**config.mk**
```make
export PLATFORM = sky130hd
export DESIGN_NAME = approx_err_sweeper
export DESIGN_NICKNAME = d
export VERILOG_FILES = /design/src/rtl/approx_eval_pkg.sv /design/src/rtl/approx_err_calc.sv /design/src/rtl/approx_err_sweeper.sv
export SDC_FILE = /design/constraint.sdc
export NUM_CORES = 1
export LEC_CHECK = 0
export CAP_MARGIN = 0
export CELL_PAD_IN_SITES_DETAIL_PLACEMENT = 0
export CELL_PAD_IN_SITES_GLOBAL_PLACEMENT = 1
export CORE_MARGIN = 1
export CORE_UTILIZATION = 38
export DETAILED_ROUTE_END_ITERATION = 8
export PLACE_DENSITY = 0.89
export SLEW_MARGIN = 20
export SYNTH_ARGS = -nofsm -noshare
export SYNTH_HDL_FRONTEND = slang
export SYNTH_HIERARCHICAL = 1
export SYNTH_SLANG_ARGS = --single-unit
```
**constraint.sdc**
```tcl
create_clock -name clk -period 3.97 [get_ports clk]
set_clock_uncertainty 0.2 [all_clocks]
set_input_delay 0.5955 -clock clk [delete_from_list [all_inputs] [get_ports clk]]
set_output_delay 0.5955 -clock clk [all_outputs]
set_load 0.02 [all_outputs]
```
**src/rtl/approx_eval_pkg.sv**
```systemverilog
// Shared types and widths for the approximate-multiplier error sweeper.
package approx_eval_pkg;
  localparam int IN_W       = 4;
  localparam int CNT_W      = 5;
  localparam int SUM_W      = 8;
  localparam int ET_DEFAULT = 7;

  typedef enum logic [2:0] {
    IDLE   = 3'd0,
    DRIVE  = 3'd1,
    WAIT   = 3'd2,
    SAMPLE = 3'd3,
    DONE   = 3'd4
  } state_t;
endpackage

```
**src/rtl/approx_err_calc.sv**
```systemverilog
// Combinational |dut_out - a*b| for a 2x2 multiplier, a = in[1:0], b = in[3:2].
module approx_err_calc
  import approx_eval_pkg::*;
(
  input  logic [IN_W-1:0] dut_in,
  input  logic [IN_W-1:0] dut_out,
  output logic [IN_W-1:0] err
);
  logic [IN_W-1:0] exact;

  assign exact = {2'b00, dut_in[1:0]} * {2'b00, dut_in[3:2]};
  assign err   = (dut_out >= exact) ? (dut_out - exact) : (exact - dut_out);
endmodule

```
**src/rtl/approx_err_sweeper.sv**
```systemverilog
// Exhaustive 16-vector error sweep of an approximate 2x2 multiplier; (2+SETTLE) cycles per vector.
// Optional err_sum accumulator compiled in with APPROX_ERR_SUM_EN.
module approx_err_sweeper
  import approx_eval_pkg::*;
#(
  parameter int ET     = ET_DEFAULT,
  parameter int SETTLE = 1
) (
  input  logic             clk,
  input  logic             rst_n,
  input  logic             start,
  output logic [IN_W-1:0]  dut_in,
  input  logic [IN_W-1:0]  dut_out,
  output logic             busy,
  output logic             done,
  output logic [IN_W-1:0]  max_err,
  output logic [CNT_W-1:0] viol_cnt,
  output logic             pass,
  output logic [SUM_W-1:0] err_sum
);
  state_t          state;
  logic [IN_W-1:0] cnt;
  logic [1:0]      settle_cnt;
  logic [IN_W-1:0] err;
  logic            accept;

  approx_err_calc u_calc (
    .dut_in  (cnt),
    .dut_out (dut_out),
    .err     (err)
  );

  assign accept = (state == IDLE) && start;
  assign dut_in = cnt;
  assign pass   = (viol_cnt == '0);

  always_ff @(posedge clk or negedge rst_n) begin
    if (!rst_n) begin
      state      <= IDLE;
      cnt        <= '0;
      settle_cnt <= '0;
      busy       <= 1'b0;
      done       <= 1'b0;
      max_err    <= '0;
      viol_cnt   <= '0;
    end else begin
      done <= 1'b0;
      case (state)
        IDLE: begin
          if (start) begin
            state    <= DRIVE;
            cnt      <= '0;
            max_err  <= '0;
            viol_cnt <= '0;
            busy     <= 1'b1;
          end
        end
        DRIVE: begin
          state      <= WAIT;
          settle_cnt <= '0;
        end
        WAIT: begin
          if (settle_cnt == 2'(SETTLE - 1)) state <= SAMPLE;
          else settle_cnt <= settle_cnt + 2'd1;
        end
        SAMPLE: begin
          if (err > max_err) max_err <= err;
          if (err > 4'(ET)) viol_cnt <= viol_cnt + 5'd1;
          // Vector 15 is terminal: the counter never wraps back to 0.
          if (cnt == 4'd15) begin
            state <= DONE;
            busy  <= 1'b0;
            done  <= 1'b1;
          end else begin
            cnt   <= cnt + 4'd1;
            state <= DRIVE;
          end
        end
        DONE:    state <= IDLE;
        default: state <= IDLE;
      endcase
    end
  end

`ifdef APPROX_ERR_SUM_EN
  logic [SUM_W-1:0] sum_q;

  // 16 vectors x max error 15 = 240, so 8 bits never overflow.
  always_ff @(posedge clk or negedge rst_n) begin
    if (!rst_n) begin
      sum_q <= '0;
    end else if (accept) begin
      sum_q <= '0;
    end else if (state == SAMPLE) begin
      sum_q <= sum_q + {4'b0000, err};
    end
  end

  assign err_sum = sum_q;
`else
  assign err_sum = '0;
`endif
endmodule

```
==> metrics.md, run 1 <==
| Metric | Value |
|---|---|
| Setup repair after global routing missed its margin | false |
| DR WL/cell | 11.3 um |
| Cell seen most often among critical-path stages | ha_1 |
| Clock root buffer master | clkbuf_8 |
| Area growth from synthesis to layout | 20.0% |
| Worst-skew pair later-pin latency | 0.26 ns |
| Post-detailed-routing wire length | 2600 um |
| Height of the chip | 64.7 um |
| Initial antenna violation count | 0 |
| Via count of the first global-routing pass | 1035 |
| Number of setup buffers added after CTS | 0 |
| Average instance area after synthesis | 9.39 um2 |
| Launch point of the critical path | dut_in[0] |
| Chip Width | 64.7 um |
| Residual antenna-violating net count after detailed routing | 0 |
| Fraction of the yosys area taken by sequential cells | 0.335 |
| Post-CTS Resized | 0 |
| Required arrival time at the worst endpoint | 3.92 ns |
| Initial core utilization | 0.402 |
| Total count of hold-check failures in the final report | 0 |
| Count of hold-fix buffers inserted at cts | 0 |
| Basic-gate share of the synthesized area counting and, or, nand and nor cells | 0.194 |
| Worst Hold Endpoint | settle_cnt[0] |
| Worst path cell trace | and2_1 > ha_1 > ha_1 > ha_1 > nand3_1 > a21oi_1 > mux2i_1 > xnor2_1 > ha_1 > a41oi_1 > o22ai_2 > a22o_1 |
| Achievable clock frequency | 274 MHz |
| Smallest hold slack | 0.286 ns |
| Compound-Gate Fraction of Synth Area | 0.124 |
| Outcome | completed |
| Number of iterations in the first detailed-routing pass | 4 |
| Critical path start-end classification | flop to flop |
| Number of slew-limit violations in the final report | 0 |
| Cell area after synthesis | ~1500 um2 |
| Leakage power figure | 0.000832 uW |
| Post-route fraction of the period consumed by the critical path | 0.921 |
| Post-detailed-route via-to-cell ratio | 4.81 |
| Crit-path max FO | 7 |
| Global Route Usage Sum | 0.138 |
| Count of warnings emitted by yosys | 6 |
| Clock slew seen by the registers of the worst setup and hold paths | 0.08 ns |
| Path category of the worst min-delay check | flop to flop |
| Largest family of logic cells by synthesized area | simple AND/OR/NAND/NOR gates |
| Flop-to-flop setup slack | 0.31 ns |
| Data arrival time of the critical path | 3.61 ns |
| TritonCTS clock tree | yes |
| Placer congestion estimate | roughly 0.83 |
| Hold Path Cell Cnt | 2 |
| Total global routing overflow | 0 |
| Number of clock buffers inserted by TritonCTS | 3 |
| Max Cap Violations | 0 |
| Synth Instances | 159 |
| Peak supply drop | 0.000296 V |
| Crit path largest cell delay | 0.45 ns |
| Netlist cell types | 37 |
| Xor and xnor area share after synthesis | 0.0293 |
| Wire length of the first global-routing pass | 4550 um |
| Sink count of the clock tree | 20 |
| Power per Cell Area | 670 nW/um2 |
| Antenna diode count | 0 |
| Setup Viol. Count Final | 0 |
| Multiplexer fraction of the synthesized cell area | 0.0352 |
| Count of vias placed by the detailed router | 1106 |
| H-tree depth | 1 |
| Number of standard-cell rows in the floorplan | 22 |
| Headroom to the max-slew limit | 0.408 |
| Maximum buffer depth of the clock tree | 2 |
| Die Footprint | 4180 um2 |
| Sum Neg Setup Slack | 0 ns |
| Pin count of the biggest net entering global routing | 21 |
| Post-layout utilization of the core | 0.482 |
| Critical register-to-register path startpoint | dut_in[0] |
| Drc violations | 0 |
| Number of fillers in the final layout | 360 |
| FF-to-FF path depth | 12 |
| Slew at the pin closest to its max-slew limit | between 0.8 and 0.9 ns |
| Fraction of the mapped netlist area in adder cells | 0.169 |
| Synthesized flop and latch total | 20 |
| Leading area contributor after synthesis | dfrtp_1 |
| HPWL after DPL | ~2000 um |
| Port Buffer Count | 22 |
| Violation count after the first detailed-route iteration | 35 |
| Floorplan Core Area | 3720 um2 |
| Reg-to-Reg End | max_err[3] |
| Worst-path cell with the longest stage delay | dfrtp_1 |
| Share of the synthesized area in the top cell type | 0.335 |
| Leading cell types by total area after synthesis | dfrtp_1 34%, ha_1 14%, inv_1 4.8% |
| I/O pin count | 31 |
| Crit path capture type | flop |
| Hold path start | settle_cnt[0] |
| Layout cell share with drive strength beyond 1 | 0.0659 |
| Min cycle time layout | 3.66 ns |
| Net count reported at finish | roughly 210 |
| Startpoint type of the worst setup path | flop |
[area by class of cell]
type	instances	area (um2)	area share
clock buffers	3	41.3	0.0230
well taps	48	60.1	0.0335
flip-flops and latches	20	500	0.279
inverters	19	71.3	0.0398
repair buffers	24	235	0.131
multi-input cells	115	853	0.476
clock inverters	1	30.0	0.0168
[metrics by stage]
stage | area, um2 | std cells | total power [uW] | setup slack (ns)
floorplan | 1520 | 166 | 806 | 0.450
global placement | 1720 | 226 | 1000 | 0.209
finish | 1790 | 230 | 1200 | 0.314
global route | 1790 | 230 | 1300 | 0.0420
detailed placement | 1720 | 226 | 1000 | 0.127
CTS | 1790 | 230 | 1210 | 0.291
[logic make-up (layout without fill, tap and decap cells)]
logic type | Yosys count | after routing
other | 1 | 8
adders and majority gates | 19 | 19
DFF | 20 | 20
buffers and inverters | 31 | 47
AOI/OAI and AO/OA | 27 | 27
xor gates and xnor gates | 5 | 5
and+or+nand+nor | 51 | 51
muxes | 5 | 5
[worst max-delay path, delay by kind of cell (launching register included)]
family	cells	cell delay, ns
compound gates	4	0.99
simple gates	2	0.33
flops	1	0.45
xor+xnor	1	0.17
fa+ha+maj	4	1.17
mux	1	0.26
[synthesized netlist by cell type, drive strengths merged]
| library cell | count |
|---|---|
| nand2b | 4 |
| inv | 19 |
| ha | 17 |
| fa | 2 |
| conb | 1 |
| xnor2 | 3 |
| xor2 | 2 |
| buf | 11 |
| mux2 | 2 |
| mux2i | 3 |
| and2 | 4 |
| or4b | 1 |
| o22ai | 1 |
| a21oi | 6 |
| a22o | 4 |
| dfrtp | 20 |
| o31ai | 2 |
| o21ai | 9 |
| nand4 | 2 |
| nor4b | 2 |
| nand2 | 12 |
| nand3b | 3 |
| nor3 | 2 |
| and4b | 2 |
| a2bb2oi | 1 |
| clkbuf | 1 |
| nand3 | 5 |
| and3 | 1 |
| a32o | 1 |
| o21a | 1 |
| nor2 | 13 |
| a211oi | 1 |
| a41oi | 1 |
[layer usage]
layer | part of all wire | routed length, um | global-route usage
met5 | 0 | 0 | 0
met4 | 0.0031 | 8 | 0.0167
met3 | 0.036 | 94 | 0.0423
met2 | 0.46 | 1180 | 0.228
met1 | 0.51 | 1310 | 0.182
[how the worst max path moves through the flow]
stage,endpoint,slack (ns),depth (start not counted)
after floorplan,max_err[0],0.45,13
after global placement,max_err[3],0.21,13
after detailed placement,max_err[0],0.13,13
after CTS,max_err[0],0.29,12
after global routing,max_err[1],0.04,12
final,max_err[3],0.31,12
[layout by cell type (no fill, tap or decap), drive strengths merged, types with 3 or more instances in the layout]
cell type	Yosys	layout
o21ai	9	9
nand2b	4	4
a21oi	6	6
nand2	12	12
xnor2	3	3
nor2	13	13
clkdlybuf4s50	0	22
conb	1	8
and2	4	4
mux2i	3	3
nand3b	3	3
a22o	4	4
inv	19	19
dfrtp	20	20
nand3	5	5
ha	17	17
clkbuf	1	3
[report_power, final]
part / total (uW) / leakage, uW / internal [uW] / switching, uW
sequential: 357 / 0.000259 / 267 / 89.3
clock: 204 / 0.0000357 / 135 / 69.0
combinational: 640 / 0.000538 / 307 / 334
total: 1200 / 0.000832 / 708 / 492
[sequential cells by signal, summed over array words and instances, names as in the netlist]
| name | cells |
|---|---|
| busy | 1 |
| done | 1 |
| dut_in | 4 |
| max_err | 4 |
| settle_cnt | 2 |
| state | 3 |
| viol_cnt | 5 |
No activity file was read; power rests on OpenSTA's default activity.
==> run 2, diff against run 1 <==
- CORE_UTILIZATION: 38 -> 39
- PLACE_DENSITY: 0.89 -> 0.9
- SYNTH_HIERARCHICAL: 1 -> not set
==> run 2 against run 1 <==
Effect of this change:
- cell area rose by 3.6%
- sequential cell count unchanged
- fmax shrank 2.8%
- critical path type is now primary input to flop
- sequential power about the same
- critical path depth grew 2
- combinational power increased by 9.1%
- sequential share of layout area fell by 0.98 points
- via count increased by 4.8%
- non-clock buffer count grew 2
- wire length rose by 12%
==> metrics.md, run 2 <==
| Metric | Value |
|---|---|
| Number of enable flip-flop cells after synthesis | 0 (unchanged) |
| Share of power burned in the clock network | 0.163 (-0.007) |
| Clock root buffer master | clkbuf_8 |
| Drc violations | 0 (unchanged) |
| Cell-internal power | 746 uW (+5.3%) |
| Sequential group share of total power | 0.284 (-0.013) |
| Number of standard-cell rows in the floorplan | 22 (unchanged) |
| Average instance area after synthesis | 9.71 um2 (+3.5%) |
| Outcome | completed |
| Total count of hold-check failures in the final report | 0 (unchanged) |
| Netlist cell types | 42 (+14%) |
| Path category of the worst min-delay check | flop to flop |
| Required arrival time at the worst endpoint | 3.92 ns (about the same) |
| Critical register-to-register path startpoint | dut_in[0] |
| Setup repair after global routing missed its margin | false |
| Antenna diode count | 0 (unchanged) |
| Area growth from synthesis to layout | 21.7% |
| Data arrival time of the critical path | 3.71 ns (+0.10 ns) |
| Top reg by flops | viol_cnt |
| Slew at the pin closest to its max-slew limit | 0.916 ns (+0.0305 ns) |
| Post-layout utilization of the core | 0.500 (+0.0175) |
| H-tree depth | 1 (unchanged) |
| DR WL/cell | 12.6 um (+11%) |
| Via count of the first global-routing pass | 1189 (+15%) |
| Critical path start-end classification | primary input to flop |
| Hold Path Cell Cnt | 2 (unchanged) |
| Initial core utilization | 0.410 (+0.00875) |
| Net count reported at finish | 210 (+0.48%) |
| Floorplan Core Area | 3720 um2 (unchanged) |
| Most frequent cells in the layout | 22 x clkdlybuf4s50_1, 20 x dfrtp_1, 17 x inv_1, 17 x ha_1, 15 x nand2_1 |
| Number of clock buffers inserted by TritonCTS | 3 (unchanged) |
| Sink count of the clock tree | 20 (unchanged) |
| Crit-path max FO | 4 (-3) |
| Fraction of registers with async set or reset after synthesis | 1.00 (unchanged) |
| Number of iterations in the first detailed-routing pass | 4 (unchanged) |
| Min cycle time layout | 3.76 ns (+0.104 ns) |
| Worst-path cell with the longest stage delay | clkdlybuf4s50_1 |
| Sw Share | 0.409 (-0.00129) |
| Wire length of the first global-routing pass | 5110 um (+12%) |
| Height of the chip | 64.5 um (-0.22%) |
| Headroom to the max-slew limit | 0.387 (-0.0204) |
| Most common cell after layout, fill and taps aside | clkdlybuf4s50_1 |
| Number of setup buffers added after CTS | 0 (unchanged) |
| Max Cap Violations | 0 (unchanged) |
| Worst path cell trace | clkdlybuf4s50_1 > inv_1 > ha_1 > fa_1 > a21boi_0 > o21ai_2 > mux2i_1 > ha_1 > nor2b_1 > o21a_1 > o21a_1 > o21ai_2 > nand2_1 > mux2_2 |
| Switch Pwr | 515 uW (+4.7%) |
| Crit path capture type | flop |
| Worst slack at placement | -0.164 ns (-0.291 ns) |
| Hold path start | settle_cnt[0] |
| Count of warnings emitted by yosys | 0 (-6) |
| Synth Flop Type | dfrtp_1 |
| Post-detailed-routing wire length | 2910 um (+12%) |
| HPWL after DPL | 2290 um (+11%) |
| Layout cell share with drive strength beyond 1 | 0.109 (+0.0434) |
| Total global routing overflow | 0 (unchanged) |
| TritonCTS clock tree | yes |
| Port Buffer Count | 22 (unchanged) |
| Placer congestion estimate | 0.789 (-4.4%) |
| Residual antenna-violating net count after detailed routing | 0 (unchanged) |
| Part of the total power dissipated in combinational logic | 0.553 (+0.020) |
| Crit path largest cell delay | 0.48 ns (+0.03 ns) |
| Synth Instances | 157 (-1.3%) |
| Startpoint type of the worst setup path | primary input |
| Synthesized flop and latch total | 20 (unchanged) |
| FF-to-FF path depth | 13 (+1) |
| Count of vias placed by the detailed router | 1159 (+4.8%) |
| Worst-skew pair later-pin latency | 0.26 ns (about the same) |
| Power per Cell Area | 679 nW/um2 (+1.4%) |
| Gate family responsible for the most delay along the worst path | compound AO/OA/AOI/OAI gates |
| Number of slew-limit violations in the final report | 0 (unchanged) |
| Worst Hold Endpoint | settle_cnt[0] |
| Pin count of the biggest net entering global routing | 21 (unchanged) |
| I/O pin count | 31 (unchanged) |
| Critical path buffers and inverters | 2 (+2) |
| Share of the synthesized area in the top cell type | 0.328 (-0.00715) |
| Leading cell types by total area after synthesis | dfrtp_1 33%, ha_1 14%, mux2i_1 5.3% |
| Cell area after synthesis | 1530 um2 (+2.2%) |
| Leakage power figure | 0.000914 uW (+9.8%) |
| Number of fillers in the final layout | 342 (-5.0%) |
| Post-detailed-route via-to-cell ratio | 5.02 (+4.3%) |
| Violation count after the first detailed-route iteration | 51 (+46%) |
| Initial antenna violation count | 0 (unchanged) |
| Flop-to-flop setup slack | 0.28 ns (-0.03 ns) |
| Setup Viol. Count Final | 0 (unchanged) |
| Fraction of the yosys area taken by sequential cells | 0.328 (-0.00715) |
| Most common cell in the synthesized netlist | dfrtp_1 |
| Leading area contributor after synthesis | dfrtp_1 |
| Clock slew seen by the registers of the worst setup and hold paths | 0.08 ns (about the same) |
| Peak supply drop | 0.000355 V (+20%) |
| Achievable clock frequency | 266 MHz (-2.8%) |
| Minimum setup slack in the final design | 0.210 ns (-0.104 ns) |
| Chip Width | 64.5 um (-0.22%) |
| Global Route Usage Sum | 0.157 (+0.0185) |
| Reg-to-Reg End | max_err[3] |
| Maximum buffer depth of the clock tree | 2 (unchanged) |
| Die Footprint | 4160 um2 (-0.43%) |
| Post-synth top cells | 20 x dfrtp_1, 17 x ha_1, 17 x inv_1 |
| Post-route fraction of the period consumed by the critical path | 0.947 (+0.0263) |
| Number of flip-flops in the largest register | 5 (unchanged) |
## run 2: worst min-delay path, stage by stage, from the launching register on
cell,delay [ns]
dfrtp_1,0.35
nand2_1,0.05
o21ai_0,0.06
## run 2: layout make-up
class / instances / area [um2] / share of cell area
Inverter: 17 / 63.8 / 0.0344
Sequential cell: 20 / 500 / 0.270
Clock buffer: 3 / 41.3 / 0.0222
Tap cell: 48 / 60.1 / 0.0323
Clock inverter: 1 / 30.0 / 0.0162
Timing Repair Buffer: 26 / 250 / 0.135
Multi-Input combinational cell: 116 / 911 / 0.491
## run 2: through the flow
step	setup TNS [ns]	power (uW)	std cells	hold WS, ns	area [um2]
2_1_floorplan	0	834	164	0.0999	1550
3_3_place_gp	-0.0813	1020	227	0.267	1780
3_5_place_dp	-0.553	1050	227	0.288	1780
4_1_cts	0	1270	231	0.307	1850
5_1_grt	0	1370	231	0.345	1860
6_report	0	1260	231	0.297	1860
## run 2: per-layer routing
metal / global-route usage / up-vias / part of all wire
met5: 0 / - / 0
met4: 0.0389 / 0 / 0.0065
met3: 0.0405 / 5 / 0.034
met2: 0.267 / 19 / 0.49
met1: 0.196 / 567 / 0.47
li1: - / 568 / -
## run 2: cells by family after synthesis
| kind of cell | count (synthesis) | synth area share |
|---|---|---|
| compound gates | 23 | 0.103 |
| xor+xnor | 4 | 0.0230 |
| fa+ha+maj | 19 | 0.166 |
| buf+inv | 28 | 0.0943 |
| flops | 20 | 0.328 |
| mux | 14 | 0.107 |
| other cells | 1 | 0.00246 |
| simple gates | 48 | 0.177 |
## run 2: power by group through the flow
stage | Combinational (uW) | Sequential [uW] | Clock (uW)
global placement | 665 | 359 | 0
global route | 777 | 371 | 219
finish | 698 | 358 | 206
CTS | 696 | 358 | 212
detailed placement | 693 | 361 | 0
floorplan | 455 | 379 | 0
## run 2: worst max path at each step
stage	startpoint	end	slack, ns	cells past startpoint
floorplan	dut_in[0]	max_err[1]	0.26	13
global placement	dut_out[0]	max_err[2]	-0.03	13
detailed placement	dut_out[0]	max_err[1]	-0.16	13
CTS	dut_out[0]	max_err[1]	0.12	13
global route	dut_out[0]	max_err[3]	0.02	14
finish	dut_out[0]	max_err[3]	0.21	14
## run 2: timing repair
| action | CTS | global route |
|---|---|---|
| endpoints found under the setup margin | 0 | 3 |
| hold buffers | 0 | 0 |
| resized for setup | 0 | 1 |
==> run 3, diff against run 2 <==
- ABC_AREA: not set -> 0
==> results of run 3 <==
The final DEF is identical to that of run 2; final timing and power are the same.
